File: config.mk
export PLATFORM = sky130hd
export DESIGN_NAME = issue_select_scheduler_flat
export DESIGN_NICKNAME = d
export VERILOG_FILES = /design/src/rtl/issue_select_scheduler_if.sv /design/src/rtl/issue_select_scheduler.sv /design/src/flat_wrapper.sv
export SDC_FILE = /design/constraint.sdc
export NUM_CORES = 1
export LEC_CHECK = 0
export ABC_AREA = 1
export BUFFER_PORTS_ARGS = -buffer_cell sky130_fd_sc_hd__buf_2
export CORE_AREA = 2 2 340 342
export CTS_CLUSTER_DIAMETER = 120
export CTS_CLUSTER_SIZE = 25
export DETAILED_ROUTE_END_ITERATION = 7
export DIE_AREA = 0 0 342 344
export HOLD_SLACK_MARGIN = 0.1
export PLACE_DENSITY = 0.55
export SYNTH_ARGS = -nofsm -noshare
export SYNTH_HDL_FRONTEND = slang
export SYNTH_SLANG_ARGS = --single-unit
File: constraint.sdc
create_clock -name clk -period 6 [get_ports clk]
set_clock_uncertainty 0.2 [all_clocks]
set_input_delay 0.9 -clock clk [delete_from_list [all_inputs] [get_ports clk]]
set_output_delay 0.9 -clock clk [all_outputs]
set_load 0.01 [all_outputs]
File: src/rtl/issue_select_scheduler_if.sv
// Dispatch, wakeup, flush and issue signals for one reservation station.
// master = upstream/environment side, slave = the scheduler itself.
interface issue_select_scheduler_if #(
  parameter int ENTRIES       = 8,
  parameter int PHY_WIDTH     = 6,
  parameter int ROB_WIDTH     = 5,
  parameter int PAYLOAD_WIDTH = 64,
  parameter int NUM_WAKEUP    = 3
);
  localparam int OCC_WIDTH = $clog2(ENTRIES + 1);

  logic                            flush;
  logic                            dispatch_valid;
  logic                            dispatch_ready;
  logic [ROB_WIDTH-1:0]            dispatch_rob_id;
  logic [PHY_WIDTH-1:0]            dispatch_rs1_phy;
  logic                            dispatch_rs1_rdy;
  logic [PHY_WIDTH-1:0]            dispatch_rs2_phy;
  logic                            dispatch_rs2_rdy;
  logic [PAYLOAD_WIDTH-1:0]        dispatch_payload;
  logic [NUM_WAKEUP-1:0]           wakeup_valid;
  logic [NUM_WAKEUP*PHY_WIDTH-1:0] wakeup_phy;
  logic                            fu_busy;
  logic                            issue_valid;
  logic [ROB_WIDTH-1:0]            issue_rob_id;
  logic [PHY_WIDTH-1:0]            issue_rs1_phy;
  logic [PHY_WIDTH-1:0]            issue_rs2_phy;
  logic [PAYLOAD_WIDTH-1:0]        issue_payload;
  logic [OCC_WIDTH-1:0]            occupancy;

  modport master (
    output flush, dispatch_valid, dispatch_rob_id, dispatch_rs1_phy, dispatch_rs1_rdy,
           dispatch_rs2_phy, dispatch_rs2_rdy, dispatch_payload, wakeup_valid, wakeup_phy,
           fu_busy,
    input  dispatch_ready, issue_valid, issue_rob_id, issue_rs1_phy, issue_rs2_phy,
           issue_payload, occupancy
  );

  modport slave (
    input  flush, dispatch_valid, dispatch_rob_id, dispatch_rs1_phy, dispatch_rs1_rdy,
           dispatch_rs2_phy, dispatch_rs2_rdy, dispatch_payload, wakeup_valid, wakeup_phy,
           fu_busy,
    output dispatch_ready, issue_valid, issue_rob_id, issue_rs1_phy, issue_rs2_phy,
           issue_payload, occupancy
  );
endinterface

File: src/rtl/issue_select_scheduler.sv
// Reservation station with tag wakeup and oldest-ready select; the winner is
// presented as a registered one-cycle issue pulse.
module issue_select_scheduler #(
  parameter int ENTRIES       = 8,
  parameter int PHY_WIDTH     = 6,
  parameter int ROB_WIDTH     = 5,
  parameter int PAYLOAD_WIDTH = 64,
  parameter int NUM_WAKEUP    = 3
) (
  input logic                     clk,
  input logic                     rst,
  issue_select_scheduler_if.slave bus
);
  localparam int OCC_WIDTH = $clog2(ENTRIES + 1);

  logic                            flush;
  logic                            dispatch_valid;
  logic [ROB_WIDTH-1:0]            dispatch_rob_id;
  logic [PHY_WIDTH-1:0]            dispatch_rs1_phy;
  logic                            dispatch_rs1_rdy;
  logic [PHY_WIDTH-1:0]            dispatch_rs2_phy;
  logic                            dispatch_rs2_rdy;
  logic [PAYLOAD_WIDTH-1:0]        dispatch_payload;
  logic [NUM_WAKEUP-1:0]           wakeup_valid;
  logic [NUM_WAKEUP*PHY_WIDTH-1:0] wakeup_phy;
  logic                            fu_busy;

  assign flush            = bus.flush;
  assign dispatch_valid   = bus.dispatch_valid;
  assign dispatch_rob_id  = bus.dispatch_rob_id;
  assign dispatch_rs1_phy = bus.dispatch_rs1_phy;
  assign dispatch_rs1_rdy = bus.dispatch_rs1_rdy;
  assign dispatch_rs2_phy = bus.dispatch_rs2_phy;
  assign dispatch_rs2_rdy = bus.dispatch_rs2_rdy;
  assign dispatch_payload = bus.dispatch_payload;
  assign wakeup_valid     = bus.wakeup_valid;
  assign wakeup_phy       = bus.wakeup_phy;
  assign fu_busy          = bus.fu_busy;

  // Per-entry control state
  logic [ENTRIES-1:0]       valid_reg, valid_next;
  logic [ENTRIES-1:0]       rs1_rdy_reg, rs1_rdy_next;
  logic [ENTRIES-1:0]       rs2_rdy_reg, rs2_rdy_next;
  logic [ENTRIES-1:0]       older_reg  [ENTRIES];
  logic [ENTRIES-1:0]       older_next [ENTRIES];
  logic [OCC_WIDTH-1:0]     occupancy_reg, occupancy_next;

  // Per-entry data storage, never reset: validity lives in valid_reg
  logic [ROB_WIDTH-1:0]     rob_id_reg  [ENTRIES];
  logic [PHY_WIDTH-1:0]     rs1_phy_reg [ENTRIES];
  logic [PHY_WIDTH-1:0]     rs2_phy_reg [ENTRIES];
  logic [PAYLOAD_WIDTH-1:0] payload_reg [ENTRIES];

  logic                     issue_valid_reg;
  logic [ROB_WIDTH-1:0]     issue_rob_id_reg;
  logic [PHY_WIDTH-1:0]     issue_rs1_phy_reg;
  logic [PHY_WIDTH-1:0]     issue_rs2_phy_reg;
  logic [PAYLOAD_WIDTH-1:0] issue_payload_reg;

  logic [ENTRIES-1:0]       ready_vec;
  logic [ENTRIES-1:0]       grant_vec;
  logic [ENTRIES-1:0]       alloc_onehot;
  logic [ENTRIES-1:0]       rs1_wake_vec;
  logic [ENTRIES-1:0]       rs2_wake_vec;
  logic                     dispatch_ready;
  logic                     accept;
  logic                     select;
  logic                     disp_rs1_rdy;
  logic                     disp_rs2_rdy;
  logic [ROB_WIDTH-1:0]     win_rob_id;
  logic [PHY_WIDTH-1:0]     win_rs1_phy;
  logic [PHY_WIDTH-1:0]     win_rs2_phy;
  logic [PAYLOAD_WIDTH-1:0] win_payload;

  function automatic logic tag_woken(
    input logic [PHY_WIDTH-1:0]            tag,
    input logic [NUM_WAKEUP-1:0]           wv,
    input logic [NUM_WAKEUP*PHY_WIDTH-1:0] wp
  );
    logic hit;
    hit = 1'b0;
    for (int b = 0; b < NUM_WAKEUP; b++) begin
      if (wv[b] && (wp[b*PHY_WIDTH +: PHY_WIDTH] == tag)) hit = 1'b1;
    end
    return hit;
  endfunction

  generate
    for (genvar gi = 0; gi < ENTRIES; gi++) begin : g_entry
      logic blocked;

      assign rs1_wake_vec[gi] = tag_woken(rs1_phy_reg[gi], wakeup_valid, wakeup_phy);
      assign rs2_wake_vec[gi] = tag_woken(rs2_phy_reg[gi], wakeup_valid, wakeup_phy);
      assign ready_vec[gi]    = valid_reg[gi] && rs1_rdy_reg[gi] && rs2_rdy_reg[gi];

      // An entry wins only if no other ready entry is older than it
      always_comb begin
        blocked = 1'b0;
        for (int j = 0; j < ENTRIES; j++) begin
          if ((j != gi) && ready_vec[j] && older_reg[j][gi]) blocked = 1'b1;
        end
      end

      assign grant_vec[gi] = ready_vec[gi] && !blocked;
    end
  endgenerate

  assign dispatch_ready = (occupancy_reg < OCC_WIDTH'(ENTRIES)) && !flush;
  assign accept         = dispatch_valid && dispatch_ready;
  assign select         = (|ready_vec) && !fu_busy && !flush;
  assign disp_rs1_rdy   = dispatch_rs1_rdy || (dispatch_rs1_phy == '0) ||
                          tag_woken(dispatch_rs1_phy, wakeup_valid, wakeup_phy);
  assign disp_rs2_rdy   = dispatch_rs2_rdy || (dispatch_rs2_phy == '0) ||
                          tag_woken(dispatch_rs2_phy, wakeup_valid, wakeup_phy);

  // Lowest-index free slot; the descending scan leaves the lowest one set
  always_comb begin
    alloc_onehot = '0;
    for (int i = ENTRIES - 1; i >= 0; i--) begin
      if (!valid_reg[i]) begin
        alloc_onehot    = '0;
        alloc_onehot[i] = 1'b1;
      end
    end
  end

  always_comb begin
    win_rob_id  = '0;
    win_rs1_phy = '0;
    win_rs2_phy = '0;
    win_payload = '0;
    for (int i = 0; i < ENTRIES; i++) begin
      if (grant_vec[i]) begin
        win_rob_id  = rob_id_reg[i];
        win_rs1_phy = rs1_phy_reg[i];
        win_rs2_phy = rs2_phy_reg[i];
        win_payload = payload_reg[i];
      end
    end
  end

  always_comb begin
    valid_next     = valid_reg;
    rs1_rdy_next   = rs1_rdy_reg | (rs1_wake_vec & valid_reg);
    rs2_rdy_next   = rs2_rdy_reg | (rs2_wake_vec & valid_reg);
    older_next     = older_reg;
    occupancy_next = occupancy_reg + OCC_WIDTH'(accept) - OCC_WIDTH'(select);
    if (select) valid_next = valid_next & ~grant_vec;
    if (accept) begin
      valid_next = valid_next | alloc_onehot;
      for (int i = 0; i < ENTRIES; i++) begin
        if (alloc_onehot[i]) begin
          rs1_rdy_next[i] = disp_rs1_rdy;
          rs2_rdy_next[i] = disp_rs2_rdy;
          // New entry is older than nobody; every currently valid entry is older than it
          older_next[i] = '0;
          for (int j = 0; j < ENTRIES; j++) older_next[j][i] = valid_reg[j];
        end
      end
    end
  end

  always_ff @(posedge clk) begin
    if (rst) begin
      valid_reg         <= '0;
      rs1_rdy_reg       <= '0;
      rs2_rdy_reg       <= '0;
      for (int i = 0; i < ENTRIES; i++) older_reg[i] <= '0;
      occupancy_reg     <= '0;
      issue_valid_reg   <= 1'b0;
      issue_rob_id_reg  <= '0;
      issue_rs1_phy_reg <= '0;
      issue_rs2_phy_reg <= '0;
      issue_payload_reg <= '0;
    end else if (flush) begin
      valid_reg       <= '0;
      for (int i = 0; i < ENTRIES; i++) older_reg[i] <= '0;
      occupancy_reg   <= '0;
      issue_valid_reg <= 1'b0;
    end else begin
      valid_reg       <= valid_next;
      rs1_rdy_reg     <= rs1_rdy_next;
      rs2_rdy_reg     <= rs2_rdy_next;
      older_reg       <= older_next;
      occupancy_reg   <= occupancy_next;
      issue_valid_reg <= select;
      if (select) begin
        issue_rob_id_reg  <= win_rob_id;
        issue_rs1_phy_reg <= win_rs1_phy;
        issue_rs2_phy_reg <= win_rs2_phy;
        issue_payload_reg <= win_payload;
      end
    end
  end

  always_ff @(posedge clk) begin
    if (accept) begin
      for (int i = 0; i < ENTRIES; i++) begin
        if (alloc_onehot[i]) begin
          rob_id_reg[i]  <= dispatch_rob_id;
          rs1_phy_reg[i] <= dispatch_rs1_phy;
          rs2_phy_reg[i] <= dispatch_rs2_phy;
          payload_reg[i] <= dispatch_payload;
        end
      end
    end
  end

  assign bus.dispatch_ready = dispatch_ready;
  assign bus.issue_valid    = issue_valid_reg;
  assign bus.issue_rob_id   = issue_rob_id_reg;
  assign bus.issue_rs1_phy  = issue_rs1_phy_reg;
  assign bus.issue_rs2_phy  = issue_rs2_phy_reg;
  assign bus.issue_payload  = issue_payload_reg;
  assign bus.occupancy      = occupancy_reg;
endmodule

File: src/flat_wrapper.sv
// flat-port wrapper written by rule: the top's interface ports become plain ports
module issue_select_scheduler_flat 
#(
  parameter int ENTRIES       = 8,
  parameter int PHY_WIDTH     = 6,
  parameter int ROB_WIDTH     = 5,
  parameter int PAYLOAD_WIDTH = 64,
  parameter int NUM_WAKEUP    = 3
)
  (clk, rst, bus_flush, bus_dispatch_valid, bus_dispatch_rob_id, bus_dispatch_rs1_phy, bus_dispatch_rs1_rdy, bus_dispatch_rs2_phy, bus_dispatch_rs2_rdy, bus_dispatch_payload, bus_wakeup_valid, bus_wakeup_phy, bus_fu_busy, bus_dispatch_ready, bus_issue_valid, bus_issue_rob_id, bus_issue_rs1_phy, bus_issue_rs2_phy, bus_issue_payload, bus_occupancy);
  issue_select_scheduler_if #(.ENTRIES(ENTRIES), .PHY_WIDTH(PHY_WIDTH), .ROB_WIDTH(ROB_WIDTH), .PAYLOAD_WIDTH(PAYLOAD_WIDTH), .NUM_WAKEUP(NUM_WAKEUP)) bus_i ();
  input logic clk;
  input logic rst;
  input wire logic [$bits(bus_i.flush)-1:0] bus_flush;
  input wire logic [$bits(bus_i.dispatch_valid)-1:0] bus_dispatch_valid;
  input wire logic [$bits(bus_i.dispatch_rob_id)-1:0] bus_dispatch_rob_id;
  input wire logic [$bits(bus_i.dispatch_rs1_phy)-1:0] bus_dispatch_rs1_phy;
  input wire logic [$bits(bus_i.dispatch_rs1_rdy)-1:0] bus_dispatch_rs1_rdy;
  input wire logic [$bits(bus_i.dispatch_rs2_phy)-1:0] bus_dispatch_rs2_phy;
  input wire logic [$bits(bus_i.dispatch_rs2_rdy)-1:0] bus_dispatch_rs2_rdy;
  input wire logic [$bits(bus_i.dispatch_payload)-1:0] bus_dispatch_payload;
  input wire logic [$bits(bus_i.wakeup_valid)-1:0] bus_wakeup_valid;
  input wire logic [$bits(bus_i.wakeup_phy)-1:0] bus_wakeup_phy;
  input wire logic [$bits(bus_i.fu_busy)-1:0] bus_fu_busy;
  output wire logic [$bits(bus_i.dispatch_ready)-1:0] bus_dispatch_ready;
  output wire logic [$bits(bus_i.issue_valid)-1:0] bus_issue_valid;
  output wire logic [$bits(bus_i.issue_rob_id)-1:0] bus_issue_rob_id;
  output wire logic [$bits(bus_i.issue_rs1_phy)-1:0] bus_issue_rs1_phy;
  output wire logic [$bits(bus_i.issue_rs2_phy)-1:0] bus_issue_rs2_phy;
  output wire logic [$bits(bus_i.issue_payload)-1:0] bus_issue_payload;
  output wire logic [$bits(bus_i.occupancy)-1:0] bus_occupancy;
  assign bus_i.flush = bus_flush;
  assign bus_i.dispatch_valid = bus_dispatch_valid;
  assign bus_i.dispatch_rob_id = bus_dispatch_rob_id;
  assign bus_i.dispatch_rs1_phy = bus_dispatch_rs1_phy;
  assign bus_i.dispatch_rs1_rdy = bus_dispatch_rs1_rdy;
  assign bus_i.dispatch_rs2_phy = bus_dispatch_rs2_phy;
  assign bus_i.dispatch_rs2_rdy = bus_dispatch_rs2_rdy;
  assign bus_i.dispatch_payload = bus_dispatch_payload;
  assign bus_i.wakeup_valid = bus_wakeup_valid;
  assign bus_i.wakeup_phy = bus_wakeup_phy;
  assign bus_i.fu_busy = bus_fu_busy;
  assign bus_dispatch_ready = bus_i.dispatch_ready;
  assign bus_issue_valid = bus_i.issue_valid;
  assign bus_issue_rob_id = bus_i.issue_rob_id;
  assign bus_issue_rs1_phy = bus_i.issue_rs1_phy;
  assign bus_issue_rs2_phy = bus_i.issue_rs2_phy;
  assign bus_issue_payload = bus_i.issue_payload;
  assign bus_occupancy = bus_i.occupancy;
  issue_select_scheduler #(.ENTRIES(ENTRIES), .PHY_WIDTH(PHY_WIDTH), .ROB_WIDTH(ROB_WIDTH), .PAYLOAD_WIDTH(PAYLOAD_WIDTH), .NUM_WAKEUP(NUM_WAKEUP)) u_core (.clk(clk), .rst(rst), .bus(bus_i));
endmodule
==> flow_summary.yaml <==
pwr:
  peakVddDrop_mv: 0.173
  power.total_uw: 9900
  p_leak_uw: 0.0179
  power_density_nw_per_um2: 230
critical_path:
  crit_slowest_cell: "nand2_4"
  crit_path_start_kind: "flip-flop"
  worst-path-buf-inv: 2
  max_stage_delay_ps: 640
  end_kind: "flip-flop"
  crit_family: "simple AND/OR/NAND/NOR gates"
  crit_chain: "nand3_2 -> inv_2 -> nand2_2 -> nor2_8 -> nand2_4 -> buf_4 -> nand3_1 -> nand2_1 -> nand2_1 -> nand2_1 -> nand2_1 -> nand2_1 -> nand2_1 -> nand2_1 -> nand2_1 -> a21oi_1"
  cp.arrival_ps: 4090
  critical_path_class: "reg2reg"
  required_ps: 6330
  cp_common_cell: "nand2_1"
  rrSetupSlack_ps: 2240
  crit_path_max_fanout: 58
floorplan:
  core_area_sq_um: 114000
  chipWidth_microns: 342
  die_h_microns: 344
  rows: 124
  ios: 196
  initial_core_util_pct: 34.8
  die-area_sq_um: 118000
sta:
  final.min_clock_period_ps: 3760
  worstMarginPinSlew_ps: 1150
  setup_ws_ps: 2240
  tns_ps: 0
  final_max_slew_viol_count: 0
  timing.fmax_mhz: 266
  setup_viol: 0
  max_slew_margin_pct: 23.3
  period_share_pct: 62.7
  grt_setup_unrepaired: "no"
  final-hold-violation-count: 0
yosys:
  synth_ff_type: "edfxtp_1"
  synth_edf_count: 648
  synth.top_cells.by_area: "edfxtp_1, nand2_1, dfxtp_1"
  ys_ff_latch: 814
  synth_top_cells_by_count: "nand2_1, edfxtp_1, inv_1, nand3_1, o21ai_0"
  syn_area_sq_um: 39600
  yosys.area.top_type: "edfxtp_1"
  synthArstFlopShare_pct: 0
  yosys.cell_count.top_type: "nand2_1"
  synth_top_area_share_pct: 49.1
  ys_seq_area_share_pct: 57.5
  syn-num-nets: 4557
  synthDistinctLibCells: 54
  postSynthCellCount: 4443
  syn-mean-instance-area_sq_um: 8.91
  yosysWarnings: 0
cts:
  cts.clk_slew.worst_paths_ps: 110
  cts_buffers: 41
  cts_tree: "yes"
  cts-root-buf: "clkbuf_16"
  cts_max_level: 2
  ctsHoldBuffers: 0
  postCtsSetupBuffers: 0
  insertion_delay_ps: 680
  cts_resized: 0
  cts_num_sinks: 814
  clock_path_buffers: 3
global_route:
  grt_max_degree: 164
  grt_pass1_vias: 29000
  grtUsageTotal_pct: 20.8
  grt_pass1_wl_microns: 187000
  antenna_found_initial: 14
  grt_overflow: 0
status:
  status: "finished clean"
placed_design:
  place_congestion: 0.955
  hpwl_microns: 72700
  placed_cell_area_sq_um: 41800
  io_buffers: 195
  dp_slack_ps: 2160
drt:
  routed_via_density: 5.19
  first_pass_iters: 5
  vias: 31200
  drc_errors: 0
  ant_nets: 0
  wirelength_microns: 126000
  drtIter0Drc: 3344
  wl_per_cell_microns: 20.9
hold_path:
  hold_class: "reg2reg"
cells_and_area:
  area_delta_synth_final_pct: 8.83
  largest_reg_flops: 512
  final_nets: 4589
  drive_above_1_share_pct: 10.4
  final_cell_area_sq_um: 43100
job:
  cap_violations: 0
-- placed cells by master, fill, tap and decap left out, types with 3 or more instances in the layout --
| cell type | netlist | layout |
|---|---|---|
| nand2_1 | 1292 | 1292 |
| edfxtp_1 | 648 | 648 |
| inv_1 | 585 | 585 |
| nand3_1 | 368 | 368 |
| o21ai_0 | 243 | 243 |
| buf_2 | 83 | 194 |
| a21oi_1 | 185 | 185 |
| dfxtp_1 | 166 | 166 |
| o22ai_1 | 99 | 99 |
| nor2_1 | 94 | 89 |
| or2_2 | 72 | 72 |
| nand3b_1 | 72 | 72 |
| inv_2 | 64 | 63 |
| a221oi_1 | 52 | 52 |
| clkbuf_16 | 0 | 43 |
| buf_4 | 23 | 43 |
| nand4_1 | 37 | 37 |
| xnor2_1 | 29 | 29 |
| a211oi_1 | 28 | 28 |
| clkbuf_1 | 128 | 24 |
| o21ai_1 | 18 | 18 |
| xor2_1 | 17 | 17 |
| nor3_1 | 17 | 16 |
| nor4_1 | 14 | 14 |
| nor2_4 | 3 | 13 |
| o2111ai_1 | 12 | 12 |
| a2111oi_0 | 10 | 10 |
| clkinv_1 | 8 | 8 |
| nand3_2 | 7 | 7 |
| a22oi_1 | 6 | 6 |
| o211ai_1 | 6 | 6 |
| buf_12 | 0 | 6 |
| nand2_4 | 3 | 5 |
| ha_1 | 4 | 4 |
| diode_2 | 0 | 3 |
-- metrics by stage --
step | hold WS, ps | cells | utilization (%)
floorplan | 226 | 4443 | -
global placement | 238 | 5944 | 36.7
detailed placement | 247 | 5944 | 36.7
CTS | 261 | 6019 | 37.8
global route | 280 | 6019 | 37.8
finish | 264 | 6022 | 37.8
-- path summary, 6_finish.rpt --
check | startpoint | endpoint | cells past startpoint
max reg2reg | u_core.valid_reg[1]$_SDFF_PP0_ | u_core.bus.issue_rs2_phy[2]$_SDFFE_PP0P_ | 16
max | u_core.valid_reg[1]$_SDFF_PP0_ | u_core.bus.issue_rs2_phy[2]$_SDFFE_PP0P_ | 16
min | u_core.bus.issue_payload[33]$_SDFFE_PP0P_ | u_core.bus.issue_payload[33]$_SDFFE_PP0P_ | 2
min reg2reg | u_core.bus.issue_payload[33]$_SDFFE_PP0P_ | u_core.bus.issue_payload[33]$_SDFFE_PP0P_ | 2
-- worst reg2reg max path, stage by stage (launching register included) --
cell	delay, ps
dfxtp_1	530
nand3_2	180
inv_2	150
nand2_2	100
nor2_8	540
nand2_4	640
buf_4	550
nand3_1	150
nand2_1	60
nand2_1	50
nand2_1	70
nand2_1	60
nand2_1	40
nand2_1	80
nand2_1	80
nand2_1	80
a21oi_1	60
-- per-layer routing --
layer | GRT usage, % | wire (microns) | up-vias
li1 | - | - | 14800
met3 | 3.82 | 10600 | 240
met2 | 33.2 | 55800 | 1345
met5 | 0 | 67 | -
met1 | 28.7 | 55300 | 14900
met4 | 6.78 | 3970 | 10
-- power by group --
group          total, uW  internal (uW)  switching, uW
Combinational        425           97.8            327
Sequential          6130           6110           15.6
Clock               3340           1390           1950
Total               9900           7600           2300
-- kinds of logic (layout without fill, tap and decap cells) --
logic type / Yosys count / after routing / share of synthesized area [%]
buffers and inverters: 911 / 975 / 9.26
AO/OA/AOI/OAI: 673 / 673 / 10.0
flip-flops: 814 / 814 / 57.5
other: 0 / 3 / 0
XOR/XNOR: 46 / 46 / 1.02
AND/OR/NAND/NOR: 1994 / 1994 / 22.0
adder cells (fa/ha/maj): 5 / 5 / 0.177
-- layout make-up --
class | instances | area [sq um]
Fill cell | 11400 | 70800
Sequential cell | 814 | 22800
Multi-Input combinational cell | 2718 | 13300
Inverter | 657 | 2470
Tap cell | 1512 | 1890
Timing Repair Buffer | 243 | 1410
Clock buffer | 67 | 1170
Clock inverter | 8 | 115
Antenna cell | 3 | 7.51
(Power assumes the default switching activity.)
